## src/rtl/trap_gen.sv

```systemverilog
// ---------------------------------------------------------------------------
// trap_gen
//
// Trapezoid / triangle waveform generator. The unsigned output ramps up to a
// programmable peak, holds there, ramps back down to zero and holds again.
// New settings arrive through a one-deep valid/ready shadow register and are
// promoted to the active set only on a period boundary (LOW exit) or while
// idle, so a period in progress is never disturbed.
//
// Ports
//   clk          rising-edge clock
//   res          synchronous active-high reset (priority over everything)
//   en           run enable; 0 freezes state, counter and d_out
//   cfg_valid    configuration offer
//   cfg_ready    shadow register empty; transfer on cfg_valid && cfg_ready
//   cfg_peak     ramp peak
//   cfg_step     per-cycle increment/decrement (0 behaves as 1)
//   cfg_hold_hi  top hold length minus one
//   cfg_hold_lo  bottom hold length minus one
//   cfg_oneshot  1: run a single period then park in IDLE
//   d_out        registered waveform sample
//   phase        current state (IDLE=0 RISE=1 HIGH=2 FALL=3 LOW=4)
//   busy         registered phase != IDLE
//   period_done  one-cycle pulse in the first cycle after each period
//
// State  | meaning
// -------+------------------------------------------------------------
// IDLE   | d_out=0; promotes a pending shadow, then starts a period
// RISE   | d_out climbs by step, saturating at peak
// HIGH   | d_out=peak for hold_hi+1 cycles
// FALL   | d_out drops by step, saturating at zero
// LOW    | d_out=0 for hold_lo+1 cycles; period boundary on exit
// ---------------------------------------------------------------------------
module trap_gen #(
    parameter int DW       = 9,
    parameter int CW       = 8,
    parameter int RST_PEAK = 299,
    parameter int RST_HOLD = 200
) (
    input  logic          clk,
    input  logic          res,
    input  logic          en,
    input  logic          cfg_valid,
    output logic          cfg_ready,
    input  logic [DW-1:0] cfg_peak,
    input  logic [DW-1:0] cfg_step,
    input  logic [CW-1:0] cfg_hold_hi,
    input  logic [CW-1:0] cfg_hold_lo,
    input  logic          cfg_oneshot,
    output logic [DW-1:0] d_out,
    output logic [2:0]    phase,
    output logic          busy,
    output logic          period_done
);

    typedef enum logic [2:0] {
        S_IDLE = 3'd0,
        S_RISE = 3'd1,
        S_HIGH = 3'd2,
        S_FALL = 3'd3,
        S_LOW  = 3'd4
    } state_t;

    state_t        state_q, state_d;

    // datapath registers
    logic [DW-1:0] d_q, d_d;
    logic [CW-1:0] cnt_q, cnt_d;
    logic          done_q, done_d;
    logic          busy_q, busy_d;
    logic          halted_q, halted_d;

    // active configuration
    logic [DW-1:0] act_peak;
    logic [DW-1:0] act_step;
    logic [CW-1:0] act_hold_hi;
    logic [CW-1:0] act_hold_lo;
    logic          act_oneshot;

    // shadow configuration; ready_q doubles as the "shadow empty" flag
    logic [DW-1:0] shd_peak;
    logic [DW-1:0] shd_step;
    logic [CW-1:0] shd_hold_hi;
    logic [CW-1:0] shd_hold_lo;
    logic          shd_oneshot;
    logic          ready_q;

    // derived conditions
    logic [DW-1:0] step_eff;
    logic [DW:0]   rise_sum;
    logic          rise_top;
    logic          fall_bottom;
    logic          hi_done;
    logic          lo_done;
    logic          pending;
    logic          xfer;
    logic          apply;

    // One extra bit on the rising sum so a large step cannot wrap past peak.
    assign step_eff    = (act_step == '0) ? DW'(1) : act_step;
    assign rise_sum    = {1'b0, d_q} + {1'b0, step_eff};
    assign rise_top    = (rise_sum >= {1'b0, act_peak});
    assign fall_bottom = (d_q <= step_eff);
    assign hi_done     = (cnt_q == act_hold_hi);
    assign lo_done     = (cnt_q == act_hold_lo);

    assign pending = ~ready_q;
    assign xfer    = cfg_valid & ready_q;
    // Promotion points: any enabled IDLE cycle, or the edge leaving LOW.
    assign apply   = en & pending &
                     ((state_q == S_IDLE) || ((state_q == S_LOW) && lo_done));

    // -----------------------------------------------------------------------
    // State register
    // -----------------------------------------------------------------------
    always_ff @(posedge clk) begin
        if (res) begin
            state_q <= S_IDLE;
        end else begin
            state_q <= state_d;
        end
    end

    // -----------------------------------------------------------------------
    // Next-state logic
    // -----------------------------------------------------------------------
    always_comb begin
        state_d = state_q;
        if (en) begin
            case (state_q)
                S_IDLE: begin
                    // A pending shadow is promoted first; the ramp starts on
                    // the following enabled cycle with the new settings.
                    if (!pending && !halted_q) begin
                        state_d = S_RISE;
                    end
                end
                S_RISE: begin
                    if (rise_top) begin
                        state_d = S_HIGH;
                    end
                end
                S_HIGH: begin
                    if (hi_done) begin
                        state_d = S_FALL;
                    end
                end
                S_FALL: begin
                    if (fall_bottom) begin
                        state_d = S_LOW;
                    end
                end
                S_LOW: begin
                    // Decision uses the oneshot bit of the period just ending.
                    if (lo_done) begin
                        state_d = act_oneshot ? S_IDLE : S_RISE;
                    end
                end
                default: state_d = S_IDLE;
            endcase
        end
    end

    // -----------------------------------------------------------------------
    // Output / datapath next values
    // -----------------------------------------------------------------------
    always_comb begin
        d_d      = d_q;
        cnt_d    = cnt_q;
        done_d   = 1'b0;
        halted_d = halted_q;
        if (en) begin
            case (state_q)
                S_IDLE: begin
                    d_d   = '0;
                    cnt_d = '0;
                    // New settings re-arm a generator parked after a oneshot.
                    if (pending) begin
                        halted_d = 1'b0;
                    end
                end
                S_RISE: begin
                    d_d   = rise_top ? act_peak : rise_sum[DW-1:0];
                    cnt_d = '0;
                end
                S_HIGH: begin
                    d_d   = act_peak;
                    cnt_d = hi_done ? '0 : cnt_q + CW'(1);
                end
                S_FALL: begin
                    d_d   = fall_bottom ? '0 : d_q - step_eff;
                    cnt_d = '0;
                end
                S_LOW: begin
                    d_d = '0;
                    if (lo_done) begin
                        done_d = 1'b1;
                        cnt_d  = '0;
                        // Settings arriving at the boundary start a fresh run
                        // rather than being parked behind the oneshot stop.
                        halted_d = act_oneshot & ~pending;
                    end else begin
                        cnt_d = cnt_q + CW'(1);
                    end
                end
                default: begin
                    d_d   = '0;
                    cnt_d = '0;
                end
            endcase
        end
        busy_d = (state_d != S_IDLE);
    end

    // -----------------------------------------------------------------------
    // Datapath and configuration registers
    // -----------------------------------------------------------------------
    always_ff @(posedge clk) begin
        if (res) begin
            d_q         <= '0;
            cnt_q       <= '0;
            done_q      <= 1'b0;
            busy_q      <= 1'b0;
            halted_q    <= 1'b0;
            act_peak    <= DW'(RST_PEAK);
            act_step    <= DW'(1);
            act_hold_hi <= CW'(RST_HOLD);
            act_hold_lo <= CW'(RST_HOLD);
            act_oneshot <= 1'b0;
            shd_peak    <= '0;
            shd_step    <= '0;
            shd_hold_hi <= '0;
            shd_hold_lo <= '0;
            shd_oneshot <= 1'b0;
            ready_q     <= 1'b1;
        end else begin
            d_q      <= d_d;
            cnt_q    <= cnt_d;
            done_q   <= done_d;
            busy_q   <= busy_d;
            halted_q <= halted_d;
            // apply needs a full shadow and xfer an empty one, so the two
            // branches are mutually exclusive.
            if (apply) begin
                act_peak    <= shd_peak;
                act_step    <= shd_step;
                act_hold_hi <= shd_hold_hi;
                act_hold_lo <= shd_hold_lo;
                act_oneshot <= shd_oneshot;
                ready_q     <= 1'b1;
            end else if (xfer) begin
                shd_peak    <= cfg_peak;
                shd_step    <= cfg_step;
                shd_hold_hi <= cfg_hold_hi;
                shd_hold_lo <= cfg_hold_lo;
                shd_oneshot <= cfg_oneshot;
                ready_q     <= 1'b0;
            end
        end
    end

    assign d_out       = d_q;
    assign phase       = state_q;
    assign busy        = busy_q;
    assign period_done = done_q;
    assign cfg_ready   = ready_q;

endmodule

```

## config.mk

```make
export PLATFORM = sky130hd
export DESIGN_NAME = trap_gen
export DESIGN_NICKNAME = d
export VERILOG_FILES = /design/src/rtl/trap_gen.sv
export SDC_FILE = /design/constraint.sdc
export NUM_CORES = 1
export LEC_CHECK = 0
export BUFFER_PORTS_ARGS = -buffer_cell sky130_fd_sc_hd__buf_2
export CELL_PAD_IN_SITES_DETAIL_PLACEMENT = 0
export CELL_PAD_IN_SITES_GLOBAL_PLACEMENT = 2
export CORE_UTILIZATION = 38
export CTS_CLUSTER_SIZE = 20
export DETAILED_ROUTE_END_ITERATION = 10
export MAX_ROUTING_LAYER = met4
export PLACE_DENSITY = 0.93
export SYNTH_ARGS = -nofsm -noshare
export SYNTH_HDL_FRONTEND = slang
export SYNTH_SLANG_ARGS = --single-unit
```

## constraint.sdc

```tcl
create_clock -name clk -period 7.2 [get_ports clk]
set_clock_uncertainty 0.15 [all_clocks]
set_input_delay 1.08 -clock clk [delete_from_list [all_inputs] [get_ports clk]]
set_output_delay 1.08 -clock clk [all_outputs]
set_load 0.03 [all_outputs]
```

==> impl_metrics.ini, run 1 <==
[floorplanning]
chipWidth_um = 117
initial_core_util = 0.393
dieArea_um2 = 13700
fp.dieH_um = 117
core_um2 = 12800
num_io_pins = 54
row_count = 41

[logic_synthesis]
synth_top_cell_by_area = dfxtp_1
synth_compound_area_frac = 0.166
synth_area_per_cell_um2 = 8.22
synthArstFlopShare = 0
syn_inst = 611
ys_types = 59
synthAdderAreaFrac = 0.0803
syn_area_um2 = 5020
yosys.area_share.simple = 0.204
synth_mux_area_frac = 0.0459
synth_most_common_cell = dfxtp_1
synth_top_flop_cell = dfxtp_1
synth_area_leaders = dfxtp_1 (37%), ha_1 (7.2%), nand2_1 (6.9%)
ys_seq_area_frac = 0.375
synth_xor_area_frac = 0.0593
yosys_warnings = 0
synthTopCellsByCount = dfxtp_1 (94), nand2_1 (92), nor2_1 (56), a21oi_1 (44), inv_1 (43)
synth_top_area_share = 0.375
synth_top_family_by_area = simple AND/OR/NAND/NOR gates
synth_edf_count = 0
synth-seq-cells = 94
syn_nets = 681

[clock_network]
cts_tree = built
cts_resized = 0
cts_made_buffers = 9
cts_root_buffer = clkbuf_16
cts_sinks = 94
postCtsHoldBufs = 0
insertion_delay_ns = 0.35
ctsLongestPathBuffers = 2
htreeDepth = 3
clkTransAtPathRegs_ns = 0.07
postCtsSetupRepairBufs = 0

[placed_design]
numPortBuffers = 53
place.gp.congestion = 0.871
dpl.hpwl_um = 9050
placed_area_um2 = 5330

[routing]
finalWirelength_um = 12200
num_vias = 4232
vias_per_cell = 5.21
first_pass_iters = 4
wl_per_cell_um = 15.0
ant_nets = 0
drt_iter0_markers = 278
drc = 0

[timing]
finalMaxSlewViolations = 0
worstMarginPinSlew_ns = 1.06
holdWs_ns = 0.302
rsz0062_at_grt = no
fmax_mhz = 230
setup_viol = 0
fin_crit_ns = 4.35
fin_crit_sh = 0.604
relSlewSlack = 0.296
final-hold-violation-count = 0
setup_tns_ns = 0

[final_layout]
final_cell_area_um2 = 5620
nets = 706
utilization = 0.440
final_layout_size_suffix_gt1_frac = 0.123
synthToLayoutAreaGrowth_pct = 11.9
antenna_cells = 0

[setup_path]
startpoint_type = flop
cpPeakStageDelay_ns = 0.43
crit_path_max_fanout = 9
cp_data_arrival_time_ns = 4.41
cp-end-kind = flop
critPathRequiredTime_ns = 7.26
crit_slowest_cell = dfxtp_1
critPathKind = reg2reg
path_common_cell = ha_1
crit_family = compound AO/OA/AOI/OAI gates
worst-path-buf-inv = 0
path_cells = nor4_1, a41o_1, ha_1, fa_1, nor2b_1, o21ai_0, nand3_1, and4_1, or2_2, ha_1, nand4_1, o211ai_1, and4b_1, o31ai_1, o2111ai_1

[grt]
grt_pass1_vias = 3973
grt_max_degree = 88
grtUsageTotal = 0.198
grt_pass1_wl_um = 20000
antenna_found_initial = 0
overflow = 0

[flow_run]
drv_cap = 0

[pwr]
internal_power_mw = 0.826
vdd_ir_drop_max_v = 0.000129
total_power_mw = 1.11
power_density_nw_per_um2 = 198
sw_frac_of_total = 0.258
leakage_nw = 2.50
power.switching_mw = 0.288
p_clk_frac = 0.409
pwr-share-seq = 0.497
combPwrFrac = 0.094

[hold_path]
min_path_type = reg2reg

[outcome]
outcome = finished clean
[through the flow]
step	cells	setup slack [ns]
finish	813	2.85
global placement	797	3.03
global route	813	2.55
CTS	813	2.88
floorplan	611	3.37
detailed placement	797	2.89
[kinds of logic after synthesis]
kind of cell / Yosys count
AND/OR/NAND/NOR: 221
AO/OA/AOI/OAI: 123
adder cells (fa/ha/maj): 31
flip-flops: 94
buffers and inverters: 85
XOR/XNOR: 34
multiplexers: 23
[routing by layer]
layer,global-route usage,vias to the layer above,share of wire
met4,0.0717,0,0.020
met5,-,-,0
met3,0.0294,17,0.033
met2,0.319,79,0.48
met1,0.251,1986,0.47
li1,-,2150,-
[sequential cells by signal, summed over array words and instances, names as in the netlist, 3 cells and up]
name and flops:
act_peak 9, shd_peak 9, phase 3, cnt_q 8
d_out 9, shd_step 9, shd_hold_lo 8, act_step 9
shd_hold_hi 8, act_hold_hi 8, act_hold_lo 8
[power groups by stage]
stage,registers [mW],clock network (mW),logic [mW]
finish,0.553,0.456,0.105
global route,0.556,0.492,0.118
CTS,0.553,0.468,0.106
detailed placement,0.565,0,0.105
global placement,0.565,0,0.104
floorplan,0.563,0,0.0747
[worst reg2reg max path, delay by kind of cell, from the launching register on]
kind / cells / cell delay, ns
AO/OA/AOI/OAI: 5 / 1.35
adder cells (fa/ha/maj): 3 / 0.93
flip-flops: 1 / 0.43
AND/OR/NAND/NOR: 7 / 1.34
[area by class of cell]
class / instances / area [µm²]
Clock buffer: 11 / 243
Clock inverter: 5 / 41.3
Inverter: 43 / 161
Multi-Input combinational cell: 432 / 2790
Sequential cell: 94 / 1880
Tap cell: 172 / 215
Timing Repair Buffer: 56 / 288
Fill cell: 1337 / 7160
[worst paths after layout]
| kind | to | start | depth (start not counted) | slack, ns |
|---|---|---|---|---|
| max | busy | act_step[1] | 15 | 2.85 |
| min | shd_oneshot | shd_oneshot | 2 | 0.30 |
| max reg2reg | busy | act_step[1] | 15 | 2.85 |
| min reg2reg | shd_oneshot | shd_oneshot | 2 | 0.30 |
[layout by cell type (no fill, tap or decap), drive strengths merged, types with 3 or more instances in the layout]
cell	netlist	layout
nor4	8	8
xor2	27	27
mux2i	23	23
xnor2	7	7
or3	4	4
nand2b	5	5
o21ai	13	13
o221ai	5	5
and4	3	3
nand3	7	7
a211o	13	13
nand4	12	12
o211ai	5	5
dfxtp	94	94
o21a	4	4
nor3	16	16
a21oi	44	44
clkbuf	30	11
nor2b	5	5
nand2	92	92
nor2	56	56
buf	12	56
ha	29	29
a21o	5	5
a211oi	3	3
inv	43	45
a31oi	4	4
and2	3	3
a22oi	5	5
(Power assumes the default switching activity.)
==> run 2: changes to the inputs <==
CORE_UTILIZATION = 35   (was 38)
PLACE_DENSITY = 0.87   (was 0.93)
clock period = 4.5 ns   (was 7.2 ns; I/O delays follow)
==> run 2 against run 1 <==
Via count down 0.87%. Die area up 8.4%. Largest cell class unchanged. Highest routed layer unchanged. Largest power group unchanged. Fmax up 5.0%.
==> impl_metrics.ini, run 2 (same netlist as run 1, synthesis figures left out) <==
[routing]
first_pass_iters = 4
drt_iter0_markers = 264
ant_nets = 0
finalWirelength_um = 12600
vias_per_cell = 5.11
drc = 0
wl_per_cell_um = 15.4
num_vias = 4195

[final_layout]
antenna_cells = 0
nFillCells = 1449
final_cell_mix = dfxtp_1 (94), nand2_1 (92), nor2_1 (56)
layout_commonest_cell = dfxtp_1
final_layout_size_suffix_gt1_frac = 0.129
synthToLayoutAreaGrowth_pct = 13.2
final_cell_area_um2 = 5680
nets = 707

[timing]
setup_viol = 0
rsz0062_at_grt = no
final-hold-violation-count = 0
holdWs_ns = 0.305
finalMaxSlewViolations = 0
fmax_mhz = 241
fin_crit_sh = 0.921
fin_crit_ns = 4.14
setup_tns_ns = 0
relSlewSlack = 0.299
worstMarginPinSlew_ns = 1.05

[hold_path]
min_path_type = reg2reg

[clock_network]
htreeDepth = 3
postCtsSetupRepairBufs = 0
cts_tree = built
postCtsHoldBufs = 0
cts_resized = 0
cts_made_buffers = 9
cts_sinks = 94
insertion_delay_ns = 0.34
cts_root_buffer = clkbuf_16
clkTransAtPathRegs_ns = 0.07
ctsLongestPathBuffers = 2

[floorplanning]
chipWidth_um = 122
dieArea_um2 = 14800
initial_core_util = 0.360
num_io_pins = 54
row_count = 43
core_um2 = 13900
fp.dieH_um = 122

[pwr]
vdd_ir_drop_max_v = 0.000225
total_power_mw = 1.87
power_density_nw_per_um2 = 329
leakage_nw = 2.52

[grt]
grt_max_degree = 54
grtUsageTotal = 0.189
grt_pass1_vias = 4120
overflow = 0
antenna_found_initial = 0
grt_pass1_wl_um = 21000

[setup_path]
path_cells = nor4_1, a41o_1, ha_1, fa_1, nor2b_1, o21ai_1, nand3_1, and4_1, or2_2, ha_1, nand4_1, o211ai_1, and4b_2, o31ai_2, o2111ai_1
cpPeakStageDelay_ns = 0.43
cp_data_arrival_time_ns = 4.19
critPathKind = reg2reg
startpoint_type = flop
crit_slowest_cell = dfxtp_1
cp-end-kind = flop
crit_path_max_fanout = 9
path_common_cell = ha_1
critPathRequiredTime_ns = 4.55

[outcome]
outcome = finished clean

[placed_design]
dpl.hpwl_um = 9600
placed_area_um2 = 5350
place.gp.congestion = 0.906
numPortBuffers = 53

[flow_run]
drv_cap = 0
[run 2: cell count changes in the layout (fill, tap and decap cells not counted), sizes merged]
cell and delta:
buf +1, bufinv +2, clkinv -1, clkbuf -2
[run 2: cell type report]
type                       count  area, µm²  area share
multi-input combinational    432       2800       0.493
sequential                    94       1880       0.331
timing repair buffer          57        295      0.0520
clock buffer                   9        225      0.0396
tap                          180        225      0.0396
inverter                      43        161      0.0284
clock inverter                 6       92.6      0.0163
[run 2: worst paths after layout]
kind,startpoint,to,slack [ns],cells after the start
max,act_step[1],busy,0.36,15
min,shd_step[0],shd_step[0],0.30,2
max reg2reg,act_step[1],busy,0.36,15
min reg2reg,shd_step[0],shd_step[0],0.30,2
[run 2: report_power, final]
part / switching, mW / internal (mW) / leakage [nW]
sequential: 0.0213 / 0.864 / 0.766
combinational: 0.104 / 0.0639 / 1.60
clock: 0.327 / 0.487 / 0.149
total: 0.453 / 1.42 / 2.52
[run 2: per-layer routing]
metal	global-route usage	part of all wire	up-vias	routed length [µm]
met3	0.0407	0.052	13	652
met1	0.240	0.47	1962	5950
met5	-	0	-	0
li1	-	-	2153	-
met2	0.299	0.46	67	5860
met4	0.0610	0.013	0	162
[run 2: worst max-delay path: cells and delay by family, from the launching register on]
| family | cells | cell delay, ns |
|---|---|---|
| and+or+nand+nor | 7 | 1.32 |
| adders and majority gates | 3 | 0.93 |
| AOI/OAI and AO/OA | 5 | 1.18 |
| DFF | 1 | 0.43 |
[run 2: through the flow]
step | worst slack (ns) | cells | utilization
after floorplan | 0.671 | 611 | -
after global placement | 0.347 | 806 | 0.384
after global routing | 0.0382 | 821 | 0.408
after CTS | 0.177 | 821 | 0.407
final | 0.356 | 821 | 0.408
after detailed placement | 0.201 | 806 | 0.384
==> run 3: changes to the inputs <==
--- a/config.mk
+++ b/config.mk
@@ -15,2 +15,4 @@
 export PLACE_DENSITY = 0.87
+export SETUP_SLACK_MARGIN = 0.15
+export SLEW_MARGIN = 40
 export SYNTH_ARGS = -nofsm -noshare
--- a/constraint.sdc
+++ b/constraint.sdc
@@ -4,2 +4,2 @@
 set_output_delay 0.675 -clock clk [all_outputs]
-set_load 0.03 [all_outputs]
+set_load 0.02 [all_outputs]
==> run 3 against run 2 <==
Clock-buffer cell count increased by 1. First-iteration DRC count decreased by 9.5%. Final area unchanged. Register-to-register slack improved by 0.08 ns. Critical path depth increased by 1. Worst hold slack improved by 0.00089 ns. Flip-flop and latch count unchanged.
==> impl_metrics.ini, run 3 (same netlist as run 1, synthesis figures left out) <==
[outcome]
outcome = finished clean

[clock_network]
insertion_delay_ns = 0.34
cts_root_buffer = clkbuf_16
clkTransAtPathRegs_ns = 0.07
htreeDepth = 3
cts_made_buffers = 9
ctsLongestPathBuffers = 2
cts_sinks = 94
cts_tree = built

[hold_path]
hold_end = shd_step[0]
min_path_cells = 2
min_path_type = reg2reg
hold_start = shd_step[0]

[timing]
setup_viol = 0
finalMaxSlewViolations = 0
rsz0062_at_grt = no
fmax_mhz = 246
relSlewSlack = 0.393
final-hold-violation-count = 0
worstMarginPinSlew_ns = 0.909
fin_crit_sh = 0.902
fin_ws_ns = 0.439
holdWs_ns = 0.305
setup_tns_ns = 0
fin_crit_ns = 4.06

[flow_run]
drv_cap = 0

[placed_design]
placed_area_um2 = 5360
pre_cts_slack_ns = 0.209
place.gp.congestion = 0.906
dpl.hpwl_um = 9520
numPortBuffers = 53

[final_layout]
layout_commonest_cell = dfxtp_1
antenna_cells = 0
final_cell_area_um2 = 5680
synthToLayoutAreaGrowth_pct = 13.2
nets = 708
final_layout_size_suffix_gt1_frac = 0.137
final_cell_mix = dfxtp_1 (93), nand2_1 (92), nor2_1 (56)

[floorplanning]
fp.dieH_um = 122
row_count = 43
core_um2 = 13900
num_io_pins = 54
dieArea_um2 = 14800
initial_core_util = 0.360
chipWidth_um = 122

[grt]
grt_max_degree = 54
grt_pass1_vias = 4145
grt_pass1_wl_um = 21100
grtUsageTotal = 0.189
overflow = 0
antenna_found_initial = 0

[setup_path]
rrSetupSlack_ns = 0.44
cp_data_arrival_time_ns = 4.10
reg2reg_depth = 16
critPathKind = reg2reg
startpoint_type = flop
cp-end-kind = flop
worstReg2RegEnd = d_out[1]
crit_path_max_fanout = 8
r2r-start = act_step[8]
critPathRequiredTime_ns = 4.54

[pwr]
vdd_ir_drop_max_v = 0.000192
power_density_nw_per_um2 = 313
leakage_nw = 2.51

[routing]
ant_nets = 0
num_vias = 4259
first_pass_iters = 5
vias_per_cell = 5.17
finalWirelength_um = 12600
drt_iter0_markers = 239
wl_per_cell_um = 15.3
drc = 0
==> run 3: per-stage QoR <==
stage | utilization | power [mW] | cells
5_1_grt | 0.408 | 1.87 | 823
3_5_place_dp | 0.385 | 1.07 | 806
4_1_cts | 0.405 | 1.80 | 822
2_1_floorplan | - | 1.02 | 611
3_3_place_gp | 0.384 | 1.07 | 806
6_report | 0.408 | 1.78 | 823
==> run 3: how the worst max path moves through the flow <==
stage                           start  endpoint  slack [ns]  cells past startpoint
after detailed placement  act_step[1]      busy        0.21                     15
after floorplan           act_step[8]      busy        0.67                     16
after global placement    act_step[1]      busy        0.35                     15
final                     act_step[8]  d_out[1]        0.44                     16
after global routing      act_step[8]      busy        0.15                     15
after CTS                 act_step[1]      busy        0.20                     15
==> run 3: final cells by class <==
| cell class | instances | area (µm²) |
|---|---|---|
| inverter | 43 | 161 |
| sequential | 94 | 1880 |
| tap | 180 | 225 |
| multi-input combinational | 432 | 2830 |
| clock inverter | 6 | 53.8 |
| timing repair buffer | 58 | 303 |
| fill | 1463 | 8250 |
| clock buffer | 10 | 229 |
==> run 3: what timing repair did <==
action,CTS,global route
hold buffers,0,0
buffers inserted,0,1
endpoints found under the setup margin,0,10
resized for setup,0,7
==> run 3: routing by layer <==
layer,global-route usage,vias up,share of wire,routed length (µm)
met5,-,-,0,0
met4,0.0610,0,0.016,207
li1,-,2153,-,-
met3,0.0262,14,0.045,562
met1,0.247,2012,0.47,5980
met2,0.300,80,0.47,5880
==> run 3: worst max-delay path, stage by stage, from the launching register on <==
cell	delay [ns]
dfxtp_1	0.35
nor4_1	0.29
a41o_1	0.26
ha_1	0.20
nand2b_1	0.10
a221oi_2	0.35
o311a_1	0.22
nor4_1	0.07
or2_2	0.29
ha_1	0.29
and4_1	0.18
nand4_1	0.09
o211ai_1	0.31
and4b_4	0.30
buf_4	0.15
a22oi_1	0.15
o221ai_1	0.14
==> run 3: where the power goes <==
part           leakage, nW  internal [mW]  switching [mW]  total (mW)
Clock                0.136          0.385           0.339       0.723
Combinational         1.61         0.0654           0.104       0.169
Sequential           0.766          0.863          0.0215       0.885
